--- src/rtl/solver_pkg.sv ---
`default_nettype none
// ------------------------------------------------------------------
// solver_pkg : shared constants and types for the solver front end
// Revision   : 1.0
// ------------------------------------------------------------------
package solver_pkg;

  localparam logic [2:0] SOLVER_FOUND     = 3'h4;
  localparam logic [2:0] SOLVER_EXHAUSTED = 3'h5;

  localparam int JOB_WORDS = 19;
  localparam int JOB_BITS  = 32 * JOB_WORDS;

  typedef enum logic [1:0] {
    RES_FOUND     = 2'd0,
    RES_EXHAUSTED = 2'd1,
    RES_TIMEOUT   = 2'd2,
    RES_ABORTED   = 2'd3
  } res_code_e;

  typedef enum logic [2:0] {
    IDLE   = 3'd0,
    LOAD   = 3'd1,
    HOLD   = 3'd2,
    RUN    = 3'd3,
    REPORT = 3'd4
  } ctrl_state_e;

endpackage
`default_nettype wire

--- src/rtl/job_word_assembler.sv ---
`default_nettype none
// ------------------------------------------------------------------
// job_word_assembler : word counter and 608-bit job shift register
// Revision           : 1.0
// ------------------------------------------------------------------
module job_word_assembler
  import solver_pkg::*;
(
  input  logic                clk,
  input  logic                rst_n,
  input  logic                load,
  input  logic                clear,
  input  logic [31:0]         word,
  output logic [JOB_BITS-1:0] job,
  output logic                done
);

  localparam logic [4:0] LAST_WORD = 5'(JOB_WORDS - 1);

  logic [4:0] count;

  assign done = load && (count == LAST_WORD);

  // Shifting in from the bottom leaves word 0 in the top 32 bits after the last word.
  always_ff @(posedge clk or negedge rst_n) begin
    if (!rst_n) begin
      count <= '0;
      job   <= '0;
    end else begin
      if (clear || done) begin
        count <= '0;
      end else if (load) begin
        count <= count + 5'd1;
      end
      if (load) begin
        job <= {job[JOB_BITS-33:0], word};
      end
    end
  end

endmodule
`default_nettype wire

--- src/rtl/solver_job_ctrl.sv ---
`default_nettype none
// ------------------------------------------------------------------
// solver_job_ctrl : loads a job into block_solver and reports its verdict
// Revision        : 1.0
// ------------------------------------------------------------------
module solver_job_ctrl
  import solver_pkg::*;
#(
  parameter int unsigned       RST_HOLD   = 2,
  parameter int unsigned       WDOG_W     = 32,
  parameter logic [WDOG_W-1:0] WDOG_LIMIT = WDOG_W'(32'hFFFF_FFFF)
) (
  input  logic         clk,
  input  logic         rst_n,
  input  logic         in_valid,
  output logic         in_ready,
  input  logic [31:0]  in_data,
  input  logic         abort,
  output logic [255:0] midstate,
  output logic [255:0] target,
  output logic [95:0]  header_leftovers,
  output logic         solver_rst_n,
  input  logic [2:0]   solver_state,
  input  logic [31:0]  solver_nonce,
  output logic         res_valid,
  input  logic         res_ready,
  output logic [1:0]   res_code,
  output logic [31:0]  res_nonce,
  output logic [7:0]   res_job_id
);

  localparam logic [2:0] S_IDLE   = IDLE;
  localparam logic [2:0] S_LOAD   = LOAD;
  localparam logic [2:0] S_HOLD   = HOLD;
  localparam logic [2:0] S_RUN    = RUN;
  localparam logic [2:0] S_REPORT = REPORT;

  localparam int                HOLD_W    = (RST_HOLD > 1) ? $clog2(RST_HOLD) : 1;
  localparam logic [HOLD_W-1:0] HOLD_LAST = HOLD_W'(RST_HOLD - 1);
  localparam logic [WDOG_W-1:0] WDOG_LAST = WDOG_LIMIT - WDOG_W'(1);

  logic [2:0]          state;
  logic [2:0]          state_n;
  logic [HOLD_W-1:0]   hold_cnt;
  logic [WDOG_W-1:0]   wdog;
  logic                accept;
  logic                load_en;
  logic                clear_job;
  logic                asm_done;
  logic                term;
  res_code_e           term_code;
  logic [JOB_BITS-1:0] job;

  assign accept    = in_valid && in_ready;
  assign load_en   = accept && !(state == S_LOAD && abort);
  assign clear_job = abort && (state == S_LOAD || state == S_HOLD);

  job_word_assembler u_asm (
    .clk   (clk),
    .rst_n (rst_n),
    .load  (load_en),
    .clear (clear_job),
    .word  (in_data),
    .job   (job),
    .done  (asm_done)
  );

  assign midstate         = job[JOB_BITS-1 -: 256];
  assign target           = job[JOB_BITS-257 -: 256];
  assign header_leftovers = job[95:0];

  always_comb begin
    state_n   = state;
    term      = 1'b0;
    term_code = RES_ABORTED;
    case (state)
      S_IDLE: begin
        if (accept) state_n = S_LOAD;
      end
      S_LOAD: begin
        if (abort) state_n = S_REPORT;
        else if (asm_done) state_n = S_HOLD;
      end
      S_HOLD: begin
        if (abort) state_n = S_REPORT;
        else if (hold_cnt == HOLD_LAST) state_n = S_RUN;
      end
      S_RUN: begin
        // Abort outranks any solver verdict, and a verdict outranks the watchdog.
        term = 1'b1;
        if (abort) begin
          term_code = RES_ABORTED;
        end else if (solver_state == SOLVER_FOUND) begin
          term_code = RES_FOUND;
        end else if (solver_state == SOLVER_EXHAUSTED) begin
          term_code = RES_EXHAUSTED;
        end else if ((WDOG_LIMIT != '0) && (wdog == WDOG_LAST)) begin
          term_code = RES_TIMEOUT;
        end else begin
          term = 1'b0;
        end
        if (term) state_n = S_REPORT;
      end
      S_REPORT: begin
        if (res_ready) state_n = S_IDLE;
      end
      default: state_n = S_IDLE;
    endcase
  end

  // Handshake and solver-reset outputs are registered from the next state.
  always_ff @(posedge clk or negedge rst_n) begin
    if (!rst_n) begin
      state        <= S_IDLE;
      in_ready     <= 1'b0;
      solver_rst_n <= 1'b0;
      res_valid    <= 1'b0;
      res_code     <= '0;
      res_nonce    <= '0;
      res_job_id   <= '0;
      hold_cnt     <= '0;
      wdog         <= '0;
    end else begin
      state        <= state_n;
      in_ready     <= (state_n == S_IDLE) || (state_n == S_LOAD);
      solver_rst_n <= (state_n == S_RUN);
      res_valid    <= (state_n == S_REPORT);
      hold_cnt     <= (state == S_HOLD) ? hold_cnt + HOLD_W'(1) : '0;
      wdog         <= (state == S_RUN) ? wdog + WDOG_W'(1) : '0;
      if (term) begin
        res_code  <= term_code;
        res_nonce <= solver_nonce;
      end else if (clear_job) begin
        res_code  <= RES_ABORTED;
        res_nonce <= '0;
      end
      if (state == S_REPORT && res_ready) begin
        res_job_id <= res_job_id + 8'd1;
      end
    end
  end

endmodule
`default_nettype wire

--- config.mk ---
export PLATFORM = sky130hd
export DESIGN_NAME = solver_job_ctrl
export DESIGN_NICKNAME = d
export VERILOG_FILES = /design/src/rtl/solver_pkg.sv /design/src/rtl/job_word_assembler.sv /design/src/rtl/solver_job_ctrl.sv
export SDC_FILE = /design/constraint.sdc
export NUM_CORES = 1
export LEC_CHECK = 0
export ABC_AREA = 1
export BUFFER_PORTS_ARGS = -buffer_cell sky130_fd_sc_hd__buf_2
export CORE_AREA = 8 8 278 280
export CTS_BUF_LIST = sky130_fd_sc_hd__clkbuf_16
export CTS_CLUSTER_SIZE = 14
export DETAILED_ROUTE_END_ITERATION = 8
export DIE_AREA = 0 0 286 288
export HOLD_SLACK_MARGIN = 0.1
export PLACE_DENSITY_LB_ADDON = 0.08
export SLEW_MARGIN = 15
export SYNTH_ARGS = -nofsm -noshare
export SYNTH_HDL_FRONTEND = slang
export SYNTH_HIERARCHICAL = 1
export SYNTH_SLANG_ARGS = --single-unit
--- constraint.sdc ---
create_clock -name clk -period 3.7 [get_ports clk]
set_input_delay 0.37 -clock clk [delete_from_list [all_inputs] [get_ports clk]]
set_output_delay 0.37 -clock clk [all_outputs]
set_load 0.01 [all_outputs]
==> results of run 1 <==
-- synth_stat cells --
cell type    n  share of area
buf_2       13         0.0024
o21bai_2     1        0.00041
inv_2        3        0.00041
nand3_2     29          0.011
o22ai_1      1        0.00023
a21oi_1     14         0.0026
buf_8        3         0.0017
nand2_4      1        0.00041
o21ai_0    213          0.039
o21ai_2      1        0.00032
nand2_8      2         0.0015
buf_4       28         0.0077
nor2_1      71         0.0098
nor2_4       6         0.0025
xor2_1       9         0.0029
ha_1         5         0.0023
dfrtp_1    694           0.64
nand4_1      5         0.0012
nand2_1    806           0.11
nand3_1     62          0.011
o21ai_1    379          0.070
nand2_2      6         0.0014
clkbuf_1    45         0.0062
and2_1       1        0.00023
nor3_1      16         0.0029
clkbuf_2    14         0.0026
inv_1      330          0.046
buf_6       48          0.020
nor2_2       3        0.00069
inv_6        1        0.00032
nor3b_1      2        0.00055
buf_12       1        0.00074
xnor2_1      6         0.0019
-- cells by family after synthesis --
group | share of synthesized area
compound gates | 0.112
buf+inv | 0.0875
xor+xnor | 0.00483
simple gates | 0.154
flops | 0.639
fa+ha+maj | 0.00230
-- cell type report --
cell class	count	share of cell area
clock buffer	81	0.0588
clock inverter	62	0.0127
inverter	334	0.0371
multi-input combinational	1639	0.216
sequential	694	0.504
tap	959	0.0348
timing repair buffer	827	0.136
-- power by group --
part           switching (mW)  internal, mW
Clock                    3.16          4.27
Sequential               2.21          10.3
Combinational            6.63          3.32
Total                    12.0          17.9
-- worst min-delay path, cell delays in order --
cell	delay, ns
buf_2	0.10
nand2_1	0.06
o21ai_0	0.07
nand2_1	0.06
nand2_1	0.07
inv_1	0.04
-- metal layers --
metal	GRT usage	up-vias	routed length, µm
li1	-	10400	-
met1	0.264	10300	36900
met2	0.355	707	43900
met3	0.0606	130	7010
met4	0.0726	0	2740
met5	0	-	0
-- per-stage QoR --
stage / setup slack (ns) / std cells / util / total power [mW]
floorplan: 2.07 / 2819 / - / 17.5
global placement: 1.27 / 4386 / 0.432 / 22.6
detailed placement: 1.21 / 4386 / 0.432 / 22.8
CTS: 1.25 / 4596 / 0.475 / 30.5
global route: 1.06 / 4596 / 0.475 / 32.0
finish: 1.26 / 4596 / 0.475 / 29.9
-- registers in the layout (all words and copies together), names as in the netlist --
register / cells
hold_cnt: 1
in_ready: 1
res_code: 2
res_job_id: 8
res_nonce: 32
res_valid: 1
solver_rst_n: 1
state: 3
u_asm/count: 5
u_asm/job: 608
wdog: 32
-- worst min path at each step --
stage / startpoint / end / slack (ns) / depth (start not counted)
3_3_place_gp: rst_n / u_asm/job[461] / 0.37 / 1
2_1_floorplan: rst_n / hold_cnt / 0.07 / 0
4_1_cts: solver_state[2] / res_code[0] / 0.13 / 6
5_1_grt: solver_state[2] / res_code[1] / 0.18 / 6
3_5_place_dp: rst_n / u_asm/job[463] / 0.37 / 1
6_report: solver_state[2] / res_code[0] / 0.19 / 6
==> impl_metrics.py, run 1 <==
metrics = {
    "clock_network": {
        "cts_resized": 0,
        "holdBufCountCts": 67,
        "clockRootBuffer": "clkbuf_16",
        "path_clk_slew_ns": 0.06,
        "post_cts_buffers": 0,
        "cts.sinks": 694,
        "htreeDepth": 3,
        "tritoncts": "done",
        "clkLatencyLatePin_ns": 0.61,
        "cts_buffers": 79,
        "cts.path.max_buffers": 3,
    },
    "worst_setup_path": {
        "r2r-start": "state[2]",
        "slowest_delay_ns": 0.49,
        "path_delay_family": "buffers and inverters",
        "path_max_fanout": 198,
        "cp_num_buf_inv": 3,
        "crit_path_start": "state[2]",
        "cp-start-kind": "register",
        "endpoint_kind": "register",
        "cp_num_cells": 8,
        "crit_chain": "inv_1 > nand3_1 > nor2_1 > nor2_4 > clkinv_16 > buf_4 > nand2_1 > o21ai_1",
        "r2r_cells": 8,
        "rr_endpoint": "u_asm/job[442]",
        "worstSetupEndpoint": "u_asm/job[442]",
        "crit_type": "register to register",
        "arrival_ns": 2.91,
        "crit_required_ns": 4.17,
        "slowest_stage": "buf_4",
        "r2r_slack_ns": 1.26,
    },
    "layout": {
        "mostFrequentLayoutCells": "nand2_1, buf_2, dfrtp_1",
        "drive_gt1_frac": 0.254,
        "insertedDiodeCount": 0,
        "fillers": 7085,
        "multiInputGateArea_um2": 7460,
        "fin_nets": 3652,
        "seq_area_um2": 17400,
        "syn2layout_area_growth_pct": 26.7,
        "stdcell_area_um2": 34500,
        "layout.cells.most_common": "nand2_1",
    },
    "floorplanning": {
        "core_area_um2": 72600,
        "dieArea_um2": 82400,
        "die_height_um": 288,
        "pin_count": 725,
        "initial_utilization": 0.375,
        "rows": 99,
        "die_w_um": 286,
    },
    "pwr": {
        "leakage_nw": 17.7,
        "power_density_nw_per_um2": 868,
        "ir_worst_vdd_uv": 802,
    },
    "sta": {
        "rsz0062_at_grt": "false",
        "holdWs_ns": 0.185,
        "worst_pin_slew_ns": 1.17,
        "tns_ns": 0,
        "fmax_mhz": 410,
        "slew-limit-headroom": 0.223,
        "slew_viol_final": 0,
        "min_period_over_period": 0.660,
        "period_needed_ns": 2.44,
        "setup_viol": 0,
        "clock_skew_ns": 0.0169,
        "finalHoldViolCount": 0,
    },
    "flow_run": {
        "cap_violations": 0,
    },
    "global_routing": {
        "grt_pass1_wl_mm": 137,
        "antenna_found_initial": 0,
        "first_global_vias": 22000,
        "grt_overflow": 0,
        "grt_max_degree": 248,
        "grt_usage": 0.213,
    },
    "yosys": {
        "yosysWarnings": 6,
        "synthCells": 2819,
        "syn_nets": 2896,
        "yosys_register_bits": 694,
        "seq_area_frac_synth": 0.639,
        "ys_types": 33,
        "syn_avg_cell_area_um2": 9.65,
        "syn_area_um2": 27200,
    },
    "routing": {
        "viasPerCell": 4.69,
        "drcViolationCount": 0,
        "initialDrtViolationCount": 1513,
        "num_vias": 21600,
        "routed_wl_mm": 90.6,
        "ant_nets": 0,
        "wl_per_cell_um": 19.7,
        "first_pass_iters": 5,
    },
    "hold_path": {
        "hold_path_class": "input port to register",
    },
    "placement": {
        "routabilityCongestion": 0.863,
        "place_hpwl_mm": 67.6,
        "post_dp_cell_area_um2": 31300,
        "numPortBuffers": 724,
    },
    "run_status": {
        "status": "finished clean",
    },
}
(Power assumes the default switching activity.)
==> inputs of run 2 (changes only) <==
==> constraint.sdc (replaced) <==
create_clock -name clk -period 2.5 [get_ports clk]
set_input_delay 0.25 -clock clk [delete_from_list [all_inputs] [get_ports clk]]
set_output_delay 0.25 -clock clk [all_outputs]
set_load 0.01 [all_outputs]
==> impl_metrics.py, run 2 (synthesized netlist as in run 1, its figures left out) <==
metrics = {
    "sta": {
        "holdWs_ns": 0.152,
        "slew_viol_final": 0,
        "rsz0062_at_grt": "false",
        "worst_pin_slew_ns": 0.553,
        "clock_skew_ns": 0.0266,
        "fmax_mhz": 455,
        "finalHoldViolCount": 0,
        "slew-limit-headroom": 0.631,
        "tns_ns": 0,
        "period_needed_ns": 2.20,
        "min_period_over_period": 0.880,
        "setup_viol": 0,
    },
    "floorplanning": {
        "die_height_um": 288,
        "die_w_um": 286,
        "core_area_um2": 72600,
        "dieArea_um2": 82400,
        "rows": 99,
        "initial_utilization": 0.375,
        "pin_count": 725,
    },
    "worst_setup_path": {
        "crit_chain": "nor2_1 > nand2_1 > inv_2 > buf_12 > nand3_1 > dlygate4sd3_1 > nand2_1 > nand2_1",
        "slowest_stage": "dlygate4sd3_1",
        "arrival_ns": 2.70,
        "crit_type": "register to register",
        "crit_path_start": "state[2]",
        "cp-start-kind": "register",
        "crit_required_ns": 3.00,
        "r2r-start": "state[2]",
        "critPathMostFrequentCell": "nand2_1",
        "endpoint_kind": "register",
        "path_max_fanout": 33,
        "slowest_delay_ns": 0.57,
    },
    "layout": {
        "largest_register": "u_asm/job",
        "mostFrequentLayoutCells": "nand2_1, buf_2, dfrtp_1",
        "drive_gt1_frac": 0.258,
        "fin_nets": 3679,
        "reg_top3": "u_asm/job: 608 flops, res_nonce: 32 flops, wdog: 32 flops",
        "syn2layout_area_growth_pct": 28.3,
        "fillers": 7086,
        "layout.cells.most_common": "nand2_1",
        "largest_reg_flops": 608,
        "utilization": 0.481,
    },
    "clock_network": {
        "clkLatencyLatePin_ns": 0.61,
        "cts_buffers": 79,
        "cts.sinks": 694,
        "htreeDepth": 3,
        "clockRootBuffer": "clkbuf_16",
        "cts_resized": 0,
        "tritoncts": "done",
        "path_clk_slew_ns": 0.06,
        "post_cts_buffers": 0,
        "holdBufCountCts": 72,
        "cts.path.max_buffers": 3,
    },
    "pwr": {
        "ir_worst_vdd_uv": 640,
        "leakage_nw": 17.9,
        "power_density_nw_per_um2": 1290,
    },
    "routing": {
        "routed_wl_mm": 92.5,
        "drcViolationCount": 0,
        "wl_per_cell_um": 20.0,
        "viasPerCell": 4.74,
        "initialDrtViolationCount": 1500,
        "num_vias": 21900,
        "ant_nets": 0,
        "first_pass_iters": 7,
    },
    "flow_run": {
        "cap_violations": 0,
    },
    "global_routing": {
        "grt_overflow": 0,
        "grt_pass1_wl_mm": 140,
        "grt_max_degree": 135,
        "first_global_vias": 22300,
        "grt_usage": 0.217,
        "antenna_found_initial": 1,
    },
    "run_status": {
        "status": "finished clean",
    },
    "placement": {
        "routabilityCongestion": 0.906,
        "numPortBuffers": 724,
        "place_hpwl_mm": 69.9,
    },
    "hold_path": {
        "hold_path_class": "input port to async pin",
    },
}
run 2: per-layer routing:
metal  vias up  share of wire  GRT usage
li1      10500              -          -
met1     10600           0.40      0.266
met2       738           0.50      0.370
met3       123          0.080     0.0637
met4         0          0.024     0.0635
met5         -              0          0
run 2: power by group:
group          internal, mW  total [mW]  switching [mW]
combinational          5.26        15.2            9.92
sequential             15.3        18.6            3.32
clock                  6.38        11.1            4.68
total                  27.0        44.9            17.9
run 2: worst max-delay path: cells and delay by family, from the launching register on:
kind / cells / cell delay, ns
buffers and inverters: 3 / 1.16
AND/OR/NAND/NOR: 5 / 0.52
flip-flops: 1 / 0.42
run 2: final timing paths:
| kind | end | slack [ns] | depth (start not counted) |
|---|---|---|---|
| min reg2reg | hold_cnt | 0.43 | 1 |
| min | u_asm/job[258] | 0.15 | 2 |
| max in group asynchronous | u_asm/job[16] | 1.36 | 4 |
| max | res_code[1] | 0.30 | 8 |
| max reg2reg | res_code[1] | 0.30 | 8 |
| min in group clk | res_code[0] | 0.20 | 7 |
run 2: final cells by class:
cell class / instances / area (µm²) / area share
diodes: 2 / 5.00 / 0.000143
clock buffers: 79 / 1980 / 0.0566
clock inverters: 61 / 489 / 0.0140
inverters: 334 / 1280 / 0.0367
multi-input cells: 1639 / 7460 / 0.214
flip-flops and latches: 694 / 17400 / 0.498
well taps: 959 / 1200 / 0.0344
repair buffers: 854 / 5130 / 0.147
run 2: through the flow:
| stage | instances | setup slack, ns | instance area (µm²) | power [mW] |
|---|---|---|---|---|
| global route | 4621 | 0.161 | 34900 | 47.9 |
| global placement | 4408 | 0.447 | 31700 | 33.9 |
| floorplan | 2819 | 0.870 | 27200 | 25.9 |
| detailed placement | 4408 | 0.386 | 31700 | 34.2 |
| CTS | 4620 | 0.313 | 34900 | 45.6 |
| finish | 4622 | 0.301 | 34900 | 44.9 |
